===== src/rtl/subblock_sched_pkg.sv =====
// Shared types and defaults for the sub-block scheduler.
// FSM state encoding, default sizing and counter width.
package subblock_sched_pkg;

  typedef enum logic [1:0] {
    IDLE = 2'd0,
    BUSY = 2'd1,
    GAP  = 2'd2
  } state_t;

  localparam int N_REQ_DEF   = 5;
  localparam int TIMEOUT_DEF = 255;
  localparam int CNT_W       = 16;

endpackage


===== src/rtl/subblock_rr_pick.sv =====
// Combinational round-robin picker: first set req bit above last_id.
// Ports: req, last_id in; valid, index out.
module subblock_rr_pick #(
  parameter int N  = 5,
  parameter int IW = $clog2(N)
) (
  input  logic [N-1:0]  req,
  input  logic [IW-1:0] last_id,
  output logic          valid,
  output logic [IW-1:0] index
);

  // Scan from the farthest offset down so the
  // nearest set bit after last_id is written last.
  always_comb begin
    valid = 1'b0;
    index = '0;
    for (int k = N; k >= 1; k--) begin
      if (req[(int'(last_id) + k) % N]) begin
        valid = 1'b1;
        index = IW'((int'(last_id) + k) % N);
      end
    end
  end

endmodule


===== src/rtl/subblock_scheduler.sv =====
// Round-robin grant scheduler for child sub-blocks with timeout release.
// Ports: clk, rst_n, enable_i, req_i, done_i -> gnt_o, gnt_id_o, busy_o, timeout_o, err_id_o.
module subblock_scheduler
  import subblock_sched_pkg::*;
#(
  parameter int N_REQ   = N_REQ_DEF,
  parameter int TIMEOUT = TIMEOUT_DEF,
  localparam int IW     = $clog2(N_REQ)
) (
  input  logic             clk,
  input  logic             rst_n,
  input  logic             enable_i,
  input  logic [N_REQ-1:0] req_i,
  input  logic [N_REQ-1:0] done_i,
  output logic [N_REQ-1:0] gnt_o,
  output logic [IW-1:0]    gnt_id_o,
  output logic             busy_o,
  output logic             timeout_o,
  output logic [IW-1:0]    err_id_o
);

  localparam logic [CNT_W-1:0] CNT_LAST =
    CNT_W'(TIMEOUT - 1);

  state_t           state, state_nxt;
  logic             rdy;
  logic [CNT_W-1:0] cnt, cnt_nxt;
  logic [N_REQ-1:0] gnt_nxt;
  logic             busy_nxt, to_nxt;
  logic [IW-1:0]    last_id, last_nxt;
  logic [IW-1:0]    err_nxt;
  logic             pick_valid;
  logic [IW-1:0]    pick_idx;

  subblock_rr_pick #(
    .N  (N_REQ),
    .IW (IW)
  ) u_pick (
    .req     (req_i),
    .last_id (last_id),
    .valid   (pick_valid),
    .index   (pick_idx)
  );

  assign gnt_id_o = last_id;

  always_comb begin
    state_nxt = state;
    cnt_nxt   = cnt;
    gnt_nxt   = gnt_o;
    busy_nxt  = busy_o;
    to_nxt    = 1'b0;
    last_nxt  = last_id;
    err_nxt   = err_id_o;
    unique case (state)
      IDLE: begin
        // rdy holds off grants for one edge after reset release
        if (rdy && enable_i && pick_valid) begin
          state_nxt = BUSY;
          gnt_nxt   = N_REQ'(1) << pick_idx;
          busy_nxt  = 1'b1;
          last_nxt  = pick_idx;
          cnt_nxt   = '0;
        end
      end
      BUSY: begin
        cnt_nxt = cnt + CNT_W'(1);
        if (done_i[last_id]) begin
          state_nxt = GAP;
          gnt_nxt   = '0;
          busy_nxt  = 1'b0;
        end else if (cnt == CNT_LAST) begin
          state_nxt = GAP;
          gnt_nxt   = '0;
          busy_nxt  = 1'b0;
          to_nxt    = 1'b1;
          err_nxt   = last_id;
        end
      end
      GAP: begin
        state_nxt = IDLE;
      end
      default: begin
        state_nxt = IDLE;
      end
    endcase
  end

  always_ff @(posedge clk or negedge rst_n) begin
    if (!rst_n) begin
      state     <= IDLE;
      rdy       <= 1'b0;
      cnt       <= '0;
      gnt_o     <= '0;
      busy_o    <= 1'b0;
      timeout_o <= 1'b0;
      last_id   <= IW'(N_REQ - 1);
      err_id_o  <= '0;
    end else begin
      state     <= state_nxt;
      rdy       <= 1'b1;
      cnt       <= cnt_nxt;
      gnt_o     <= gnt_nxt;
      busy_o    <= busy_nxt;
      timeout_o <= to_nxt;
      last_id   <= last_nxt;
      err_id_o  <= err_nxt;
    end
  end

endmodule


===== config.mk =====
export PLATFORM = sky130hd
export DESIGN_NAME = subblock_scheduler
export DESIGN_NICKNAME = d
export VERILOG_FILES = /design/src/rtl/subblock_sched_pkg.sv /design/src/rtl/subblock_rr_pick.sv /design/src/rtl/subblock_scheduler.sv
export SDC_FILE = /design/constraint.sdc
export NUM_CORES = 1
export LEC_CHECK = 0
export CORE_MARGIN = 2
export CORE_UTILIZATION = 65
export DETAILED_ROUTE_END_ITERATION = 16
export GPL_TIMING_DRIVEN = 0
export PLACE_DENSITY = 0.92
export SLEW_MARGIN = 30
export SYNTH_ARGS = -nofsm -noshare
export SYNTH_HDL_FRONTEND = slang
export SYNTH_HIERARCHICAL = 1
export SYNTH_SLANG_ARGS = --single-unit

===== constraint.sdc =====
create_clock -name clk -period 11.9 [get_ports clk]
set_clock_uncertainty 0.2 [all_clocks]
set_input_delay 2.38 -clock clk [delete_from_list [all_inputs] [get_ports clk]]
set_output_delay 2.38 -clock clk [all_outputs]
set_load 0.02 [all_outputs]

[Word level (Yosys, flattened, before mapping)]
Cells that the tools add are included.
Operators by class
  $add $sub $neg: 6
  div/mod/pow operators: 5
  $lt $le $gt $ge: 6
  eq/ne operators: 4
  shifts and indexed selects: 1
  multiplexer cells: 44
  bitwise operators: 1
  reductions and logical operators: 9
Operators with widths (number)
  less-than comparator 32 x 5 -> 1 bit (second input constant): 5
  modulo 32 x 4 -> 32 bit (second input constant): 5
  one-hot mux 16 bit (2 select lines): 1
  2-to-1 mux 1 bit: 22
  binary-select mux 1 bit (select 3 bit): 6
  adder 16 x 1 -> 16 bit (second input constant): 1
  equality test 16 x 8 -> 1 bit (second input constant): 1
  2-to-1 mux 16 bit: 1
  2-to-1 mux 3 bit: 5
  2-to-1 mux 5 bit: 3
  one-hot mux 5 bit (2 select lines): 1
  adder 3 x 2 -> 4 bit (second input constant): 2
  adder 3 x 3 -> 4 bit (second input constant): 2
  2-to-1 mux 2 bit: 3
  AND reduction 2 bit: 3
  AND reduction 3 bit: 2
  left shift 1 x 3 -> 5 bit (first input constant): 1
  adder 3 x 1 -> 4 bit (second input constant): 1
  less-than comparator 3 x 4 -> 1 bit (second input constant): 1
  one-hot mux 2 bit (2 select lines): 1
  inequality test 3 bit (second input constant): 1
  equality test 2 x 1 -> 1 bit (second input constant): 1
  logical AND 1 bit: 2
  logical NOT 2 bit: 1
  other kinds (4): 4
Storage, ports and cells
  register bits: 32
  input port bits: 13
  output and inout port bits: 13
  logic and storage cells: 84

[Depth between registers and ports, before layout]
Gate-level depths: netlist (run 1).
  depth after elaboration: 13
  mapped depth: 22
  mapped depth without buffers: 20

[By module]
The synthesis (run 1) kept the hierarchy.
Modules (own cells, without submodules)
  subblock_rr_pick: times used 1, cells an instance 232, area an instance 1781.7 um2, seq. area each 0.0 um2
  subblock_scheduler: times used 1, cells an instance 170, area an instance 1622.8 um2, seq. area each 802.0 um2

[Least setup slack after synthesis (run 1)]
Ideal clock, no wire load.
  kind: reg-to-reg
  start: register last_id[1], in the netlist gnt_id_o[1]
  end: register cnt[11]
  arrival time: 4.683 ns
  required time: 11.634 ns
  setup slack: 6.951 ns
  stages on the path, launching flop included: 21
  buffers on the path: 1
  cells stage by stage: dfrtp_1 inv_1 ha_1 clkbuf_1 inv_1 ha_1 nor2_1 a21oi_1 xnor2_1 ha_1 nand2b_1 o2111ai_1 o211ai_2 xnor2_2 mux2i_1 nor2_1 nor3_1 nand4_1 a41oi_1 o21bai_1 a22o_1
On the way
  cells in the longest elaborated chain, start to end: 13
  elaborated cells on any way between the ends: 33
RTL lines
  start: declaration: RTL line subblock_scheduler.sv:30  | logic [IW-1:0] last_id, last_nxt;
  start signal: assignment: RTL line subblock_scheduler.sv:97  | last_id <= IW'(N_REQ - 1);
  start signal: assignment: RTL line subblock_scheduler.sv:106  | last_id <= last_nxt;
  adder 3 x 3 -> 4 bit: RTL line subblock_rr_pick.sv:19  | if (req[(int'(last_id) + k) % N]) begin
  modulo 32 x 4 -> 32 bit: RTL line subblock_rr_pick.sv:19
  binary-select mux 1 bit (select 3 bit): RTL line subblock_rr_pick.sv:19
  2-to-1 mux 1 bit (not written as such) (2 in series): RTL line subblock_rr_pick.sv:19
  2-to-1 mux 1 bit (4 in series): RTL line subblock_rr_pick.sv:19
  2-to-1 mux 1 bit (*): RTL line subblock_rr_pick.sv:19
  net pick_valid: RTL line subblock_scheduler.sv:32  | logic pick_valid;
  logical AND 1 bit (*): RTL line subblock_scheduler.sv:58  | if (rdy && enable_i && pick_valid) begin
  inequality test 2 bit (no source line) (*)
  AND reduction 2 bit (no source line) (*)
  end signal: assignment: RTL line subblock_scheduler.sv:102  | cnt <= cnt_nxt;
  end: declaration: RTL line subblock_scheduler.sv:27  | logic [CNT_W-1:0] cnt, cnt_nxt;
The timed path passes the listed nets; every way through them passes the cells marked *. The select of a mux whose other input is x is not followed.
A chain may end at the register's enable or synchronous reset.

[Worst setup path after layout (run 1)]
  start: register last_id[1], in the netlist gnt_id_o[1]
  end: register cnt[7]
Same word-level chain as after synthesis.

==> run metrics, run 1 <==
status complete, no violations; CP peak stage delay 0.76 ns; RR Startpoint gnt_id_o[1]; worst path cell trace inv_1 > ha_1 > clkbuf_1 > inv_1 > ha_1 > nor2_1 > a21oi_1 > xnor2_1 > ha_1 > nand2b_1 > o2111ai_1 > o211ai_2 > xnor2_2 > mux2i_1 > nor2_1 > nor3_1 > nand4_1 > a41oi_1 > o21ai_0 > o31ai_1; diode count 0; Core Rows 26; slew of the pin with the lowest slew margin 0.849 ns; post-DP HPWL 6310 um; Worst Setup Path Type reg -> reg; Post CTS Setup Buffer Count 0; CTS root buf clkbuf_8; area of the multi-input gates 2410 um^2; post-cts resize count 0; critical path buffer and inverter count 3; post-synthesis cell area 3400 um^2; routability cong. 0.977; largest net degree at the start of global routing 33; Core Box Area 5070 um^2; Ports 26; 1st-iter DRT viols 281; Layout Cells excl Fill 503; Final min period 6.24 ns; Die Ht 76.4 um; starting density of the core 0.671; FF+latch area 802 um^2; count of cell types in the netlist 80; Startpoint Class flip-flop; CTS HTree Levels 2; Antenna Violating Nets Remaining 0; first-pass GRT wire length 14500 um; Routed wire per std cell 17.0 um; Congestion Overflow GR 0; WP data arrival 6.23 ns; clock-pin slew on the worst setup and hold paths 0.07 ns; Worst Path Max Fanout 17; die area 5830 um^2; total negative slack 0 ns; fillcell total 409; Slew Limit Headroom 0.426; Setup-failing EPs final 0; DRC 0; Fin. Hold Viols 0; input/output buffers 23; Fmax achieved 160 MHz; cts bufs inserted 5; CTS Hold Buffers Added 0; DR pass1 iterations 5; CP required 11.90 ns; cell taking the most area after synthesis dfrtp_1; sequential area share after synthesis 0.236; CP Capture Type flip-flop; Final period util 0.524; Placed Cells 495; Post-synth EDFFs 0; dpl ws 5.95 ns; Crit path max-delay family compound AO/OA/AOI/OAI gates; post-DR vias/cell 6.58; r2r setup slk 5.66 ns; Area growth syn-to-layout 12.3%; Async SR Flop Fraction 1.00; share of post-route cells with drive strength above 1 0.0993; r2r endpoint cnt[7]; final core occ 0.754; critical path depth 20; worst skew pair latency 0.30 ns; vias in the first global route 3222; Hold WC Path Type reg -> reg; synthesized net count 446; Syn Inst Count 402; DR vias 3308; Chip Width 76.4 um; Register-to-Register Path Depth 20; CTS sink cnt 32; CTS tree built; Avg Cell Area, Syn 8.47 um^2; Yosys reg bits 32; final setup margin 5.66 ns; Routed WL 8560 um; Worst Setup EP cnt[7]; unrepaired setup endpoints after global routing false; Max-Cap Viols 0; Synth top area share 0.228; origin of the worst setup path gnt_id_o[1]; Synth area leaders dfrtp_1, ha_1, mux2i_1, nand2_1, a21oi_1; Top cell by count, worst path ha_1; YS warnings 6; fin. max-slew vios 0; Clock Tree Buf Depth 2; CP max stage cell a41oi_1; final net count 476; gr usage total 0.302; initial antenna violation count 0; top_reg_cell synth dfrtp_1
cell usage in the layout, fill, tap and decap left out, types with 4 or more instances in the layout:
cell type	netlist	final
a21boi_1	4	4
a31oi_1	8	8
or2_1	4	4
xnor2_1	6	6
nand3_1	18	18
a21oi_1	19	19
mux2i_1	17	17
o2111ai_1	4	4
and2_1	6	6
and3_1	6	6
clkdlybuf4s50_1	0	22
clkbuf_1	13	14
buf_2	5	6
o31ai_1	6	6
nand2_1	33	33
o211ai_1	5	5
nor2_1	24	24
nor3_1	7	7
nand2b_1	8	8
dfrtp_1	31	31
nor4_1	4	4
mux2_2	5	5
nand4_1	8	8
clkbuf_8	0	5
o21ai_0	18	18
inv_1	20	20
ha_1	30	30
nor2b_1	6	6
o22ai_1	5	5
routing by layer:
metal  vias up  global-route usage  routed length, um
li1       1561                   -                  -
met1      1612               0.353               3570
met2       110               0.558               4410
met3        25              0.0308                335
met4         0               0.133                242
met5         -                   0                  0
worst reg2reg max path, cell delays in order, from the launching register on:
cell,delay (ns)
dfrtp_1,0.75
inv_1,0.39
ha_1,0.51
clkbuf_1,0.37
inv_1,0.21
ha_1,0.27
nor2_1,0.15
a21oi_1,0.10
xnor2_1,0.31
ha_1,0.27
nand2b_1,0.09
o2111ai_1,0.14
o211ai_2,0.17
xnor2_2,0.34
mux2i_1,0.27
nor2_1,0.10
nor3_1,0.20
nand4_1,0.17
a41oi_1,0.76
o21ai_0,0.24
o31ai_1,0.11
Yosys cell counts, types with 7 or more instances:
library cell   n
a21oi_1       19
nand2b_1       8
nand4_1        8
nor3_1         7
o21ai_0       18
ha_1          30
inv_1         20
nand2_1       33
nor2_1        24
a31oi_1        8
mux2i_1       17
nand3_1       18
dfrtp_1       31
clkbuf_1      13
kinds of logic (layout without fill, tap and decap cells):
family / count (synthesis) / after routing / share of synthesized area
xor+xnor: 9 / 9 / 0.0298
other cells: 1 / 1 / 0.00110
simple gates: 145 / 145 / 0.235
fa+ha+maj: 31 / 31 / 0.116
compound gates: 111 / 111 / 0.236
flops: 32 / 32 / 0.236
mux: 27 / 27 / 0.0897
buf+inv: 46 / 77 / 0.0570
final cells by class:
type | count | area share
clock inverter | 2 | 0.00916
clock buffer | 6 | 0.0190
sequential | 32 | 0.210
timing repair buffer | 23 | 0.0589
tap | 70 | 0.0229
inverter | 24 | 0.0242
multi-input combinational | 324 | 0.630
buffer | 22 | 0.0265
how the worst min path moves through the flow:
stage / start / endpoint / slack [ns] / cells past startpoint
after global routing: err_id_o[1] / err_id_o[1] / 0.31 / 1
after detailed placement: cnt[15] / cnt[15] / 0.28 / 1
final: cnt[15] / cnt[15] / 0.29 / 1
after floorplan: cnt[15] / cnt[15] / 0.25 / 1
after CTS: cnt[15] / cnt[15] / 0.29 / 1
after global placement: cnt[15] / cnt[15] / 0.27 / 1
metrics by stage:
| stage | instance area, um^2 | hold WS [ns] |
|---|---|---|
| 2_1_floorplan | 3400 | 0.246 |
| 3_3_place_gp | 3720 | 0.266 |
| 3_5_place_dp | 3720 | 0.278 |
| 4_1_cts | 3820 | 0.287 |
| 5_1_grt | 3820 | 0.315 |
| 6_report | 3820 | 0.290 |
state kept, by name, indices dropped and copies added (netlist names):
signal     count
gnt_id_o       3
timeout_o      1
rdy            1
err_id_o       3
state          2
cnt           16
gnt_o          5
busy_o         1
Power of run 1 is not shown: default switching activity piles up to over one toggle a cycle in this logic, so the estimate is an artifact.
==> inputs of run 2 (changes only) <==
--- a/config.mk
+++ b/config.mk
@@ -6,10 +6,10 @@
 export NUM_CORES = 1
 export LEC_CHECK = 0
 export CORE_MARGIN = 2
-export CORE_UTILIZATION = 65
+export CORE_UTILIZATION = 54
 export DETAILED_ROUTE_END_ITERATION = 16
 export GPL_TIMING_DRIVEN = 0
-export PLACE_DENSITY = 0.92
+export PLACE_DENSITY = 0.83
 export SLEW_MARGIN = 30
 export SYNTH_ARGS = -nofsm -noshare
 export SYNTH_HDL_FRONTEND = slang
==> constraint.sdc (replaced) <==
create_clock -name clk -period 5.1 [get_ports clk]
set_clock_uncertainty 0.2 [all_clocks]
set_input_delay 1.02 -clock clk [delete_from_list [all_inputs] [get_ports clk]]
set_output_delay 1.02 -clock clk [all_outputs]
set_load 0.02 [all_outputs]
==> run 2 against run 1 <==
Effect of this change:
- final cell count rose by 5.0%
- via count rose by 1.1%
- critical path type unchanged
- critical path depth did not move
- maximum frequency rose by 26%
- setup slack got worse by 5.5 ns
- sequential share of layout area fell by 1.4 points
- die area rose by 19%
- final area rose by 8.0%
- register-to-register slack got worse by 5.5 ns
==> run metrics, run 2 (synthesis gave the netlist of run 1 again) <==
status complete, no violations; starting density of the core 0.568 (-0.103); CP required 5.10 ns (-6.80 ns); Die Ht 83.4 um (+9.2%); Max-Cap Viols 0 (unchanged); post-DR vias/cell 6.34 (-3.6%); gr usage total 0.250 (-0.0523); Core Box Area 5990 um^2 (+18%); 1st-iter DRT viols 270 (-3.9%); Area growth syn-to-layout 21.3%; Biggest register cnt; Slew Limit Headroom 0.540 (+0.113); Setup-failing EPs final 0 (unchanged); CP peak stage delay 0.53 ns (-0.23 ns); Chip Width 83.4 um (+9.2%); Final min period 4.95 ns (-1.28 ns); critical path buffer and inverter count 3 (unchanged); CP Capture Type flip-flop; Hold WC Path Type reg -> reg; Ports 26 (unchanged); Fin. Hold Viols 0 (unchanged); share of post-route cells with drive strength above 1 0.188 (+0.0883); Crit path max-delay family simple AND/OR/NAND/NOR gates; DRC 0 (unchanged); Congestion Overflow GR 0 (unchanged); Worst Setup Path Type reg -> reg; CTS tree built; CTS HTree Levels 2 (unchanged); commonest cells after routing, fill and taps aside nand2_1, dfrtp_1, ha_1; final core occ 0.689 (-0.0643); diode count 0 (unchanged); Fmax achieved 202 MHz (+26%); first-pass GRT wire length 14600 um (+0.14%); Startpoint Class flip-flop; Final period util 0.972 (+0.447); most common cell after layout, fill and taps aside nand2_1; CP max stage cell dfrtp_4; post-DP HPWL 6170 um (-2.2%); number of flip-flops in the largest register 16 (unchanged); routability cong. 0.915 (-6.3%); WP data arrival 4.96 ns (-1.27 ns); fin. max-slew vios 0 (unchanged); worst skew pair latency 0.29 ns (about the same); Routed WL 8890 um (+3.9%); final net count 496 (+4.2%); largest net degree at the start of global routing 33 (unchanged); Core Rows 28 (+7.7%); CTS Hold Buffers Added 0 (unchanged); Antenna Violating Nets Remaining 0 (unchanged); Worst Path Max Fanout 8 (-9); worst path cell trace buf_4 > ha_1 > xor2_2 > ha_1 > nor2_1 > a21boi_1 > xnor2_2 > buf_4 > ha_1 > nor2b_1 > o21ai_2 > xnor2_2 > mux2i_1 > mux2i_1 > a21oi_1 > nand4_1 > nand4_1 > buf_4 > nand2_1 > a31oi_1; DR pass1 iterations 5 (unchanged); vias in the first global route 3183 (-1.2%); input/output buffers 23 (unchanged); CTS root buf clkbuf_8; cts bufs inserted 5 (unchanged); clock-pin slew on the worst setup and hold paths 0.07 ns (about the same); initial antenna violation count 0 (unchanged); Clock Tree Buf Depth 2 (unchanged); die area 6960 um^2 (+19%); biggest regs cnt: 16 flops, gnt_o: 5 flops; CTS sink cnt 32 (unchanged); DR vias 3346 (+1.1%); slew of the pin with the lowest slew margin 0.691 ns (-0.158 ns); Routed wire per std cell 16.8 um (-1.1%)
==> run 2: changes by cell type in the layout (fill, tap and decap cells not counted), moves of 2 or more <==
cell	previous run	this run
buf_4	1	21
o21ai_1	3	1
dfrtp_1	31	29
xnor2_2	2	4
clkbuf_8	5	7
o21ai_2	2	4
dfrtp_4	0	2
ha_1	30	28
clkbuf_1	14	10
ha_2	0	2
xnor2_1	6	3
==> run 2: timing repair <==
item                       in CTS  in global routing
pin swaps                       3                  8
buffers inserted                4                 17
gates resized for setup        17                 15
setup endpoints to repair      26                 26
==> run 2: layer usage <==
metal	vias up	share of wire	global-route usage
li1	1596	-	-
met1	1610	0.42	0.302
met2	120	0.51	0.447
met3	20	0.046	0.0308
met4	0	0.027	0.103
met5	-	0	0
==> run 2: area by class of cell <==
| class | instances | area, um^2 |
|---|---|---|
| multi-input cells | 324 | 2510 |
| repair buffers | 44 | 380 |
| plain buffers | 21 | 109 |
| well taps | 75 | 93.8 |
| fillers | 478 | 1860 |
| clock buffers | 7 | 96.3 |
| clock inverters | 1 | 30.0 |
| inverters | 24 | 98.8 |
| flip-flops and latches | 32 | 810 |
==> run 2: worst paths after layout <==
check / start / to / slack (ns) / depth (start not counted)
worst min register to register: cnt[15] / cnt[15] / 0.29 / 1
worst max-delay path: gnt_id_o[0] / cnt[8] / 0.15 / 20
max in group asynchronous: rst_n / gnt_id_o[1] / 3.61 / 1
worst min-delay path: cnt[15] / cnt[15] / 0.29 / 1
min in group asynchronous: rst_n / cnt[6] / 0.57 / 1
worst max register to register: gnt_id_o[0] / cnt[8] / 0.15 / 20
==> run 2: metrics by stage <==
stage / cell area, um^2 / setup slack [ns] / hold WS (ns) / std cells / setup TNS (ns)
2_1_floorplan: 3400 / 0.151 / 0.246 / 402 / 0
3_5_place_dp: 3720 / -1.08 / 0.275 / 500 / -22.65
5_1_grt: 4130 / -0.113 / 0.320 / 528 / -1.19
6_report: 4130 / 0.145 / 0.289 / 528 / 0
3_3_place_gp: 3730 / -0.812 / 0.269 / 500 / -15.47
4_1_cts: 3950 / 0.0137 / 0.287 / 512 / 0
Power of run 2 is left out for the same reason.
==> inputs of run 3 (changes only) <==
--- a/config.mk
+++ b/config.mk
@@ -5,11 +5,11 @@
 export SDC_FILE = /design/constraint.sdc
 export NUM_CORES = 1
 export LEC_CHECK = 0
-export CORE_MARGIN = 2
-export CORE_UTILIZATION = 54
+export CORE_MARGIN = 1
+export CORE_UTILIZATION = 60
 export DETAILED_ROUTE_END_ITERATION = 16
 export GPL_TIMING_DRIVEN = 0
-export PLACE_DENSITY = 0.83
+export PLACE_DENSITY = 0.87
 export SLEW_MARGIN = 30
 export SYNTH_ARGS = -nofsm -noshare
 export SYNTH_HDL_FRONTEND = slang
==> constraint.sdc (replaced) <==
create_clock -name clk -period 5.6 [get_ports clk]
set_clock_uncertainty 0.2 [all_clocks]
set_input_delay 1.12 -clock clk [delete_from_list [all_inputs] [get_ports clk]]
set_output_delay 1.12 -clock clk [all_outputs]
set_load 0.02 [all_outputs]
==> run 3 against run 2 <==
Effect of this change:
- non-clock buffer count is 16 lower
- final cell count is 3.6% lower
- flip-flop and latch count stayed put
- die area is 14% lower
- wire length is 3.4% lower
- global-route usage is 4.3 points higher
- core utilization is 2.4 points higher
- maximum frequency is 6.2% lower
- critical endpoint is now gnt_o[2]
==> run metrics, run 3 (synthesis gave the netlist of run 1 again) <==
post-route design area 3900 um^2 (-5.5%); CP Capture Type flip-flop; first-pass GRT wire length 14100 um (-3.3%); Biggest register cnt; post-DR vias/cell 6.28 (-0.82%); Min Hold Slack 0.296 ns (+0.00623 ns); Clock Tree Buf Depth 2 (unchanged); FF+latch area 810 um^2 (unchanged); Setup-failing EPs final 0 (unchanged); Chip Width 77.3 um (-7.3%); starting density of the core 0.622 (+0.0538); CP required 5.62 ns (+0.52 ns); gr usage total 0.293 (+0.0428); most common cell after layout, fill and taps aside nand2_1; Routed WL 8590 um (-3.4%); Core Rows 27 (-3.6%); final net count 480 (-3.2%); Slew Limit Headroom 0.521 (-0.0187); post-DP HPWL 6370 um (+3.3%); Startpoint Class flip-flop; 1st-iter DRT viols 232 (-14%); Routed wire per std cell 16.9 um (+0.17%); Core Box Area 5470 um^2 (-8.6%); routability cong. 0.938 (+2.4%); Antenna Violating Nets Remaining 0 (unchanged); share of post-route cells with drive strength above 1 0.130 (-0.0572); CTS root buf clkbuf_8; initial antenna violation count 0 (unchanged); CTS Hold Buffers Added 0 (unchanged); Max-Cap Viols 0 (unchanged); Ports 26 (unchanged); cts bufs inserted 5 (unchanged); number of flip-flops in the largest register 16 (unchanged); biggest regs cnt: 16 flops, gnt_o: 5 flops; Final period util 0.943 (-0.0282); Congestion Overflow GR 0 (unchanged); die area 5980 um^2 (-14%); fillcell total 417 (-13%); WP data arrival 5.30 ns (+0.34 ns); Die Ht 77.3 um (-7.3%); input/output buffers 23 (unchanged); Final min period 5.28 ns (+0.328 ns); area of the multi-input gates 2450 um^2 (-2.4%); clock-pin slew on the worst setup and hold paths 0.07 ns (about the same); Area after DPL 3720 um^2 (-0.10%); dpl ws -0.474 ns (+0.603 ns); largest net degree at the start of global routing 33 (unchanged); Fmax achieved 189 MHz (-6.2%); diode count 0 (unchanged); final setup margin 0.318 ns (+0.172 ns); CTS sink cnt 32 (unchanged); DR pass1 iterations 6 (+1); DRC 0 (unchanged); worst skew pair latency 0.29 ns (about the same); Fin. Hold Viols 0 (unchanged); DR vias 3199 (-4.4%); CTS HTree Levels 2 (unchanged); Area growth syn-to-layout 14.6%; fin. max-slew vios 0 (unchanged); total negative slack 0 ns (unchanged); vias in the first global route 3099 (-2.6%); Hold WC Path Type reg -> reg; slew of the pin with the lowest slew margin 0.719 ns (+0.0280 ns); Worst Path Max Fanout 12 (+4); Worst Setup Path Type reg -> reg; status complete, no violations; CTS tree built; commonest cells after routing, fill and taps aside nand2_1, ha_1, dfrtp_1
==> run 3: worst max-delay path, cell delays in order, from the launching register on <==
cell,delay (ns)
dfstp_2,0.68
buf_4,0.24
inv_2,0.09
ha_1,0.27
clkbuf_1,0.20
o21ai_1,0.35
nand2_1,0.12
xnor2_1,0.20
ha_1,0.20
fa_1,0.16
a21boi_1,0.29
nand3_2,0.24
and3_1,0.25
o211a_1,0.24
or2_1,0.23
o32ai_1,0.30
a31oi_1,0.09
o2bb2ai_1,0.26
inv_1,0.10
or3_1,0.33
o22ai_1,0.16
==> run 3: final cells by class <==
| type | count | area share |
|---|---|---|
| clock inverter | 2 | 0.00256 |
| inverter | 24 | 0.0247 |
| tap | 72 | 0.0231 |
| clock buffer | 6 | 0.0212 |
| buffer | 21 | 0.0253 |
| timing repair buffer | 28 | 0.0673 |
| sequential | 32 | 0.207 |
| multi-input combinational | 324 | 0.628 |
==> run 3: stage by stage <==
| step | util | std cells |
|---|---|---|
| floorplan | - | 402 |
| global placement | 0.681 | 497 |
| detailed placement | 0.680 | 497 |
| CTS | 0.698 | 504 |
| global route | 0.713 | 509 |
| finish | 0.713 | 509 |
==> run 3: per-layer routing <==
metal | share of wire | global-route usage
met1 | 0.43 | 0.341
met5 | 0 | 0
met2 | 0.52 | 0.542
met3 | 0.030 | 0.0369
met4 | 0.016 | 0.108
==> run 3: path summary, 6_finish.rpt <==
path                            cells past startpoint  slack (ns)          end        start
worst max register to register                     20        0.32     gnt_o[2]  gnt_id_o[2]
worst min register to register                      1        0.30  err_id_o[1]  err_id_o[1]
worst max-delay path                               20        0.32     gnt_o[2]  gnt_id_o[2]
max in group asynchronous                           1        4.00  gnt_id_o[0]        rst_n
min in group asynchronous                           1        0.68       cnt[5]        rst_n
worst min-delay path                                1        0.30  err_id_o[1]  err_id_o[1]
==> run 3: timing repair <==
action | 4_1_cts | 5_1_grt
pin swaps | 0 | 1
resized for setup | 4 | 8
setup endpoints to repair | 26 | 26
setup buffers | 0 | 5
Power of run 3 is left out for the same reason.
